==> config.mk <==
export PLATFORM = sky130hd
export DESIGN_NAME = hd44780_frame_scheduler
export DESIGN_NICKNAME = d
export VERILOG_FILES = /design/src/rtl/hd44780_pkg.sv /design/src/rtl/hd44780_rr_arb2.sv /design/src/rtl/hd44780_frame_scheduler.sv
export SDC_FILE = /design/constraint.sdc
export NUM_CORES = 1
export LEC_CHECK = 0
export CAP_MARGIN = 0
export CORE_MARGIN = 3
export CORE_UTILIZATION = 43
export DETAILED_ROUTE_END_ITERATION = 12
export HOLD_SLACK_MARGIN = 0.08
export SLEW_MARGIN = 30
export SYNTH_ARGS = -nofsm -noshare
export SYNTH_HDL_FRONTEND = slang
export SYNTH_SLANG_ARGS = --single-unit
==> constraint.sdc <==
create_clock -name clk -period 5.3 [get_ports clk]
set_clock_uncertainty 0.15 [all_clocks]
set_input_delay 1.325 -clock clk [delete_from_list [all_inputs] [get_ports clk]]
set_output_delay 1.325 -clock clk [all_outputs]
set_load 0.005 [all_outputs]
==> src/rtl/hd44780_pkg.sv <==
// Shared constants and FSM state encodings for the hd44780 frame scheduler slice.
package hd44780_pkg;

    localparam int         MEM_BITS   = 6;
    localparam int         LINE_WIDTH = 16;
    localparam logic [7:0] FILL_CHAR  = 8'h20;

    typedef logic [2:0] state_t;

    localparam state_t ST_CLEAR     = 3'd0;
    localparam state_t ST_IDLE      = 3'd1;
    localparam state_t ST_TRIG      = 3'd2;
    localparam state_t ST_WAIT_RISE = 3'd3;
    localparam state_t ST_WAIT_FALL = 3'd4;

endpackage

==> src/rtl/hd44780_rr_arb2.sv <==
// Two-requester round-robin grant; the pointer flips to the other side after any grant.
module hd44780_rr_arb2 (
    input  logic clk,
    input  logic rst,
    input  logic en,
    input  logic valid0,
    input  logic valid1,
    output logic grant0,
    output logic grant1
);

    logic ptr;

    // ptr only matters when both requesters are valid at once
    always_comb begin
        grant0 = 1'b0;
        grant1 = 1'b0;
        if (en) begin
            if (valid0 && (!valid1 || !ptr)) begin
                grant0 = 1'b1;
            end else if (valid1) begin
                grant1 = 1'b1;
            end
        end
    end

    always_ff @(posedge clk or negedge rst) begin
        if (!rst) begin
            ptr <= 1'b0;
        end else if (grant0) begin
            ptr <= 1'b1;
        end else if (grant1) begin
            ptr <= 1'b0;
        end
    end

endmodule

==> src/rtl/hd44780_frame_scheduler.sv <==
// Owns the hd44780 frame buffer, arbitrates writers and decides when to fire the driver trigger.
module hd44780_frame_scheduler #(
    parameter int         MEM_BITS       = hd44780_pkg::MEM_BITS,
    parameter int         DATA_W         = 8,
    parameter logic [7:0] FILL_CHAR      = hd44780_pkg::FILL_CHAR,
    parameter int         REFRESH_CYCLES = 250000,
    parameter int         BUSY_TIMEOUT   = 16
) (
    input  logic                clk,
    input  logic                rst,
    input  logic                req0_valid,
    input  logic [MEM_BITS-1:0] req0_addr,
    input  logic [DATA_W-1:0]   req0_data,
    output logic                req0_ready,
    input  logic                req1_valid,
    input  logic [MEM_BITS-1:0] req1_addr,
    input  logic [DATA_W-1:0]   req1_data,
    output logic                req1_ready,
    input  logic                lcd_busy,
    output logic                lcd_trg,
    input  logic [MEM_BITS-1:0] lcd_addr,
    output logic [DATA_W-1:0]   lcd_data,
    output logic                dirty,
    output logic                timeout_err
);

    import hd44780_pkg::*;

    localparam int DEPTH = 2 ** MEM_BITS;
    localparam int TO_W  = $clog2(BUSY_TIMEOUT + 1);
    localparam int RC_W  = (REFRESH_CYCLES > 1) ? $clog2(REFRESH_CYCLES) : 1;

    logic [DATA_W-1:0]   mem [DEPTH];
    state_t              state;
    logic [MEM_BITS-1:0] clr_ptr;
    logic [TO_W-1:0]     to_cnt;
    logic [RC_W-1:0]     ref_cnt;
    logic                refresh_due;
    logic                refresh_wrap;
    logic                start;
    logic                accept_en;
    logic                grant0;
    logic                grant1;
    logic                wr_en;
    logic [MEM_BITS-1:0] wr_addr;
    logic [DATA_W-1:0]   wr_data;

    // Writes are only taken while the driver is idle and no print is about to start,
    // so the frame the driver reads never changes under it.
    assign start     = (state == ST_IDLE) && !lcd_busy && (dirty || refresh_due);
    assign accept_en = (state == ST_IDLE) && !lcd_busy && !start;

    hd44780_rr_arb2 u_arb (
        .clk    (clk),
        .rst    (rst),
        .en     (accept_en),
        .valid0 (req0_valid),
        .valid1 (req1_valid),
        .grant0 (grant0),
        .grant1 (grant1)
    );

    assign req0_ready = grant0;
    assign req1_ready = grant1;
    assign lcd_trg    = (state == ST_TRIG);
    assign lcd_data   = mem[lcd_addr];

    always_comb begin
        wr_en   = 1'b0;
        wr_addr = clr_ptr;
        wr_data = DATA_W'(FILL_CHAR);
        if (state == ST_CLEAR) begin
            wr_en = 1'b1;
        end else if (grant0) begin
            wr_en   = 1'b1;
            wr_addr = req0_addr;
            wr_data = req0_data;
        end else if (grant1) begin
            wr_en   = 1'b1;
            wr_addr = req1_addr;
            wr_data = req1_data;
        end
    end

    // Buffer contents are deliberately not reset; the CLEAR sweep initialises them.
    always_ff @(posedge clk) begin
        if (wr_en) begin
            mem[wr_addr] <= wr_data;
        end
    end

    assign refresh_wrap = (REFRESH_CYCLES != 0) && (state != ST_CLEAR) &&
                          (ref_cnt == RC_W'(REFRESH_CYCLES - 1));

    always_ff @(posedge clk or negedge rst) begin
        if (!rst) begin
            ref_cnt     <= '0;
            refresh_due <= 1'b0;
        end else begin
            if ((REFRESH_CYCLES != 0) && (state != ST_CLEAR)) begin
                ref_cnt <= refresh_wrap ? '0 : ref_cnt + 1'b1;
            end
            if (refresh_wrap) begin
                refresh_due <= 1'b1;
            end else if (state == ST_TRIG) begin
                refresh_due <= 1'b0;
            end
        end
    end

    // A missed busy handshake re-marks the frame dirty so it gets printed again.
    always_ff @(posedge clk or negedge rst) begin
        if (!rst) begin
            state       <= ST_CLEAR;
            clr_ptr     <= '0;
            to_cnt      <= '0;
            dirty       <= 1'b0;
            timeout_err <= 1'b0;
        end else begin
            case (state)
                ST_CLEAR: begin
                    clr_ptr <= clr_ptr + 1'b1;
                    if (clr_ptr == '1) begin
                        state <= ST_IDLE;
                        dirty <= 1'b1;
                    end
                end
                ST_IDLE: begin
                    if (start) begin
                        state <= ST_TRIG;
                    end else if (grant0 || grant1) begin
                        dirty <= 1'b1;
                    end
                end
                ST_TRIG: begin
                    dirty  <= 1'b0;
                    to_cnt <= '0;
                    state  <= ST_WAIT_RISE;
                end
                ST_WAIT_RISE: begin
                    if (lcd_busy) begin
                        state <= ST_WAIT_FALL;
                    end else if (to_cnt == TO_W'(BUSY_TIMEOUT - 1)) begin
                        timeout_err <= 1'b1;
                        dirty       <= 1'b1;
                        state       <= ST_IDLE;
                    end else begin
                        to_cnt <= to_cnt + 1'b1;
                    end
                end
                ST_WAIT_FALL: begin
                    if (!lcd_busy) begin
                        state <= ST_IDLE;
                    end
                end
                default: state <= ST_CLEAR;
            endcase
        end
    end

endmodule

=== Yosys cells after proc, flatten, opt, wreduce, memory -nomap -nowiden ===
Memory sizes are Yosys's and may differ from the RTL's.
Index checks and enable logic that the tools add are counted.

* $add $sub $neg: 3
* Equality and inequality tests: 16
* Muxes and demuxes: 36
* Bitwise operators: 1
* Reductions and logical operators: 22

{| class="wikitable"
|+ Operators with widths
! kind !! number
|-
| 2-to-1 mux 8 bit || 3
|-
| 2-to-1 mux 1 bit || 19
|-
| adder 18 x 1 -> 18 bit, second input constant || 1
|-
| == test 18 bit, second input constant || 1
|-
| 2-to-1 mux 18 bit || 1
|-
| 2-to-1 mux 6 bit || 3
|-
| 2-to-1 mux 3 bit || 5
|-
| case mux 3 bit (5 select lines) || 1
|-
| inequality test 2 bit, second input constant || 6
|-
| 2-to-1 mux 5 bit || 2
|-
| case mux 5 bit (2 select lines) || 1
|-
| adder 6 x 1 -> 6 bit, second input constant || 1
|-
| == test 3 x 2 -> 1 bit, second input constant || 2
|-
| == test 6 bit, second input constant || 1
|-
| AND reduction 3 bit || 2
|-
| AND reduction 6 bit || 1
|-
| nonzero test 2 bit || 3
|-
| adder 5 x 1 -> 5 bit, second input constant || 1
|-
| == test 5 x 4 -> 1 bit, second input constant || 1
|-
| logical AND 1 bit || 5
|-
| logical NOT 1 bit || 4
|-
| inequality test 2 x 1 -> 1 bit, second input constant || 2
|-
| case mux 1 bit (4 select lines) || 1
|-
| AND reduction 4 bit || 1
|-
| 8 further kinds || 10
|}

* Register bits: 36
* RAM bits: 512
* Input bits: 39
* Word-level logic and storage cells: 87
* Memories kept: 1

{| class="wikitable"
|+ Memories
! memory !! words !! bits a word !! read ports !! clocked after Yosys merged registers in !! write ports !! RTL line !! text
|-
| mem || 64 || 8 || 1 || 0 || 1 || hd44780_frame_scheduler.sv:33 || <nowiki>logic [DATA_W-1:0] mem [DEPTH];</nowiki>
|}

=== Longest topological paths before layout ===
* Word-level depth: 11
* Mapped depth: 9
* Depth with buffers taken out: 8

=== By module ===
A second synthesis with hierarchy kept.

* Cell total of the unflattened synthesis: 1150
* Area total of the unflattened synthesis: 21984.8 µm²

{| class="wikitable"
|+ By module, submodules not included
! module !! times used !! cells each !! area an instance (µm²) !! seq. area each (µm²)
|-
| hd44780_frame_scheduler || 1 || 1142 || 21923.5 || 16250.6
|-
| hd44780_rr_arb2 || 1 || 8 || 61.3 || 25.0
|}

=== Least setup slack after synthesis ===
No wires, ideal clock.

* Kind: input port to output port
* Start: input port lcd_addr[0]
* End: output port lcd_data[7]
* Arrival time: 2.875 ns
* Required time: 3.825 ns
* Path slack: 0.950 ns
* Stages: 7
* Path through: buf_6 > buf_12 > buf_12 > mux4_2 > a31o_1 > o41ai_2 > nand2_1

* Word-level cells in the longest chain between the ends: 1

{| class="wikitable"
|+ Ends and longest elaborated chain
! element !! RTL line !! text
|-
| start: declaration || hd44780_frame_scheduler.sv:21 || <nowiki>input logic [MEM_BITS-1:0] lcd_addr,</nowiki>
|-
| memory (64 x 8 bit) || -- ||
|-
| end: declaration || hd44780_frame_scheduler.sv:22 || <nowiki>output logic [DATA_W-1:0] lcd_data,</nowiki>
|}

Every way passes these cells.

=== Worst setup path after layout ===
* Start: input port lcd_addr[2]
* End: output port lcd_data[6]

Same word-level chain as after synthesis.

==> run metrics <==
outcome=finished, final reports clean; Final period util=98.71%; Fmax=191.1 MHz; number of fillers in the final layout=4032; grt ovf=0; syn nets=between 1000 and 1500; Area growth syn-to-layout=19.96%; initial antenna violation count=0; GRT Util Overall=between 15 and 20%; Die Ht=232.9 µm; core region area=~50000 µm²; port bufs=51; CP startpoint kind=input port; cell area power density=404.0 nW/µm²; WL/cell=24.87 µm; post-route setup slack=0.06832 ns; slowest CP cell=o31ai_1; Yosys Warn Count=0; delay of the slowest critical-path stage=about 0.52 ns; Inst Count DP=1980; RSZ-0062 raised after global routing=false; cts bufs inserted=56; worst-case reg-to-reg path depth=7; Placer Congestion=0.8333; maximum clock path buffer count=3; area of the multi-input gates=around 5500 µm²; Place WS=0.02586 ns; R2R setup slack=1.72 ns; Worst-path clk slew=about 0.060 ns; worst vdd ir=roughly 270 µV; num rows=82; initial detailed-routing violation count=approximately 1100; Arr. time, crit path=3.76 ns; most frequent cells in the layout=edfxtp_1 (512), buf_4 (147), mux4_2 (128); slew margin rel.=44.41%; TritonCTS clock tree=built; hold slack=0.3319 ns; later-pin clock latency in the skew report=0.59 ns; flops & latches, synth=between 500 and 600; CTS H-tree lvls=2; setup violators final=0; post-layout min period=5.232 ns; most frequent CP cell=buf_4; RR Startpoint=state[0]; CP Cell Sequence=buf_2, buf_4, nand2_1, buf_4, o31ai_1, buf_4, o31ai_1, clkdlybuf4s50_1; share of cells above drive strength 1=30.10%; Fin Setup TNS=0 ns; Main synth FF type=edfxtp_1; Vias per Instance=5.678; Hold WC Path Type=flop to flop; clock sink count=548; Detailed Route WL=51850 µm; fin cells=2085; Worst Setup End Kind=primary output; hold path endpoint=ref_cnt[16]; Die ar.=between 50000 and 60000 µm²; DIE WIDTH=roughly 230 µm; Design Area, Final=between 20000 and 30000 µm²; Worst Path Required=3.83 ns; Vias=11840; first-pass GRT wire length=between 70000 and 80000 µm; Gate Count Post-Synth=1148; delay-heaviest family, CP=buffers and inverters; vias in the first global route=12090; Post-Syn Area=22140 µm²; I/O pin count=52; Slew Viols, Final=0; Slew @ Worst Pin=0.8321 ns; nets=roughly 1400; FF-to-FF End=mem[3][0]; post-route ant nets=0; largest net degree at the start of global routing=65; most common cell after layout, fill and taps aside=edfxtp_1; hold depth=1; Lkg Pwr=8.948 nW; Post-Syn Area per Cell=19.28 µm²; register area=16280 µm²; maxcap violations=0; Async S/R FF share, synth=6.569%; min-delay src=ref_cnt[16]; dpl hpwl=~34000 µm; WS Path Type=input port to primary output; initial core utilization=between 40 and 50%; number of flops mapped to enable cells by yosys=approximately 500; Remaining DRCs=0; register area share after synthesis=73.52%; drt first pass iters=5; Buf+Inv Stages, Crit Path=5; Root Driver=clkbuf_16; Cell Area, Placed=24590 µm²; final hold violations=0; crit path max fanout=18; Synth cell types=68
-- worst max path at each step --
stage	slack [ns]	start	to	cells past startpoint
2_1_floorplan	0.95	lcd_addr[0]	lcd_data[7]	7
3_3_place_gp	0.003	lcd_addr[3]	lcd_data[0]	7
3_5_place_dp	0.03	lcd_addr[3]	lcd_data[6]	7
4_1_cts	0.02	lcd_addr[3]	lcd_data[6]	7
5_1_grt	0.006	lcd_addr[0]	lcd_data[3]	9
6_report	0.07	lcd_addr[2]	lcd_data[6]	8
-- synthesized netlist by cell type, types with 3 or more instances --
| master | number | area share (%) |
|---|---|---|
| a2bb2oi_1 | 3 | 0.12 |
| or3_1 | 3 | 0.085 |
| buf_6 | 6 | 0.31 |
| nor2_1 | 76 | 1.3 |
| o31ai_1 | 10 | 0.34 |
| buf_1 | 3 | 0.051 |
| mux2_2 | 24 | 1.2 |
| dfrtp_1 | 36 | 4.1 |
| a22o_1 | 11 | 0.44 |
| edfxtp_1 | 512 | 69 |
| nand4_1 | 4 | 0.11 |
| o22ai_1 | 22 | 0.62 |
| mux4_2 | 128 | 13 |
| a32oi_1 | 5 | 0.20 |
| or2_2 | 3 | 0.085 |
| inv_1 | 12 | 0.20 |
| nor2b_1 | 10 | 0.28 |
| a21oi_1 | 11 | 0.25 |
| a211oi_1 | 7 | 0.24 |
| nor3_1 | 16 | 0.36 |
| xnor2_1 | 12 | 0.47 |
| and3_1 | 3 | 0.085 |
| buf_4 | 8 | 0.27 |
| clkbuf_1 | 18 | 0.31 |
| buf_2 | 16 | 0.36 |
| nand2b_1 | 8 | 0.23 |
| or4_1 | 8 | 0.27 |
| mux2i_1 | 14 | 0.63 |
| xor2_1 | 5 | 0.20 |
| o32ai_1 | 7 | 0.28 |
| nand3_1 | 24 | 0.54 |
| o211ai_1 | 3 | 0.10 |
| ha_1 | 4 | 0.23 |
| o21ai_0 | 24 | 0.54 |
| nor3_2 | 3 | 0.14 |
| nand2_1 | 49 | 0.83 |
-- sequential cells by signal, summed over array words and instances (netlist names) --
| name | count |
|---|---|
| u_arb.ptr | 1 |
| clr_ptr | 6 |
| to_cnt | 5 |
| dirty | 1 |
| timeout_err | 1 |
| ref_cnt | 18 |
| mem | 512 |
| state | 3 |
| refresh_due | 1 |
-- per-stage QoR --
stage | total power (W) | util [%]
5_1_grt | 0.01113 | 52.61
6_report | 0.01073 | 52.61
3_5_place_dp | 0.006650 | 48.72
4_1_cts | 0.01081 | 52.59
3_3_place_gp | 0.006615 | 48.72
2_1_floorplan | 0.006055 | -
-- cell families (layout without fill, tap and decap cells) --
logic type,after synthesis,count (layout),synth area share [%]
compound gates,131,131,4.267
buf+inv,66,330,1.746
fa+ha+maj,4,4,0.2261
flops,548,548,73.52
xor+xnor,17,17,0.6725
mux,166,166,14.88
simple gates,216,216,4.697
other cells,0,1,0
-- where the power goes --
part / switching (W) / total (W) / internal (W) / leakage [nW]
Clock: 0.00162 / 0.00416 / 0.00254 / 0.954
Sequential: 0.000161 / 0.00518 / 0.00502 / 5.16
Combinational: 0.000837 / 0.00139 / 0.000549 / 2.84
Total: 0.00262 / 0.0107 / 0.00811 / 8.95
-- layer usage --
layer	global-route usage, %	wire length (µm)	share of wire, %
met1	28.41	23200	45
met2	29.98	23890	46
met3	4.848	3806	7.3
met4	4.292	950	1.8
met5	0	0	0
-- timing repair --
item	in CTS	in global routing
gates resized for setup	0	2
buffers inserted	0	0
setup endpoints to repair	0	6
hold buffers	0	0
-- cell type report --
| type | count | area share [%] |
|---|---|---|
| sequential | 548 | 61.29 |
| multi-input combinational | 534 | 20.73 |
| timing repair buffer | 214 | 7.289 |
| clock buffer | 63 | 5.456 |
| tap | 672 | 3.166 |
| clock inverter | 41 | 1.899 |
| inverter | 12 | 0.1696 |
| antenna | 1 | 0.009423 |
No activity file was read; power rests on OpenSTA's default activity.
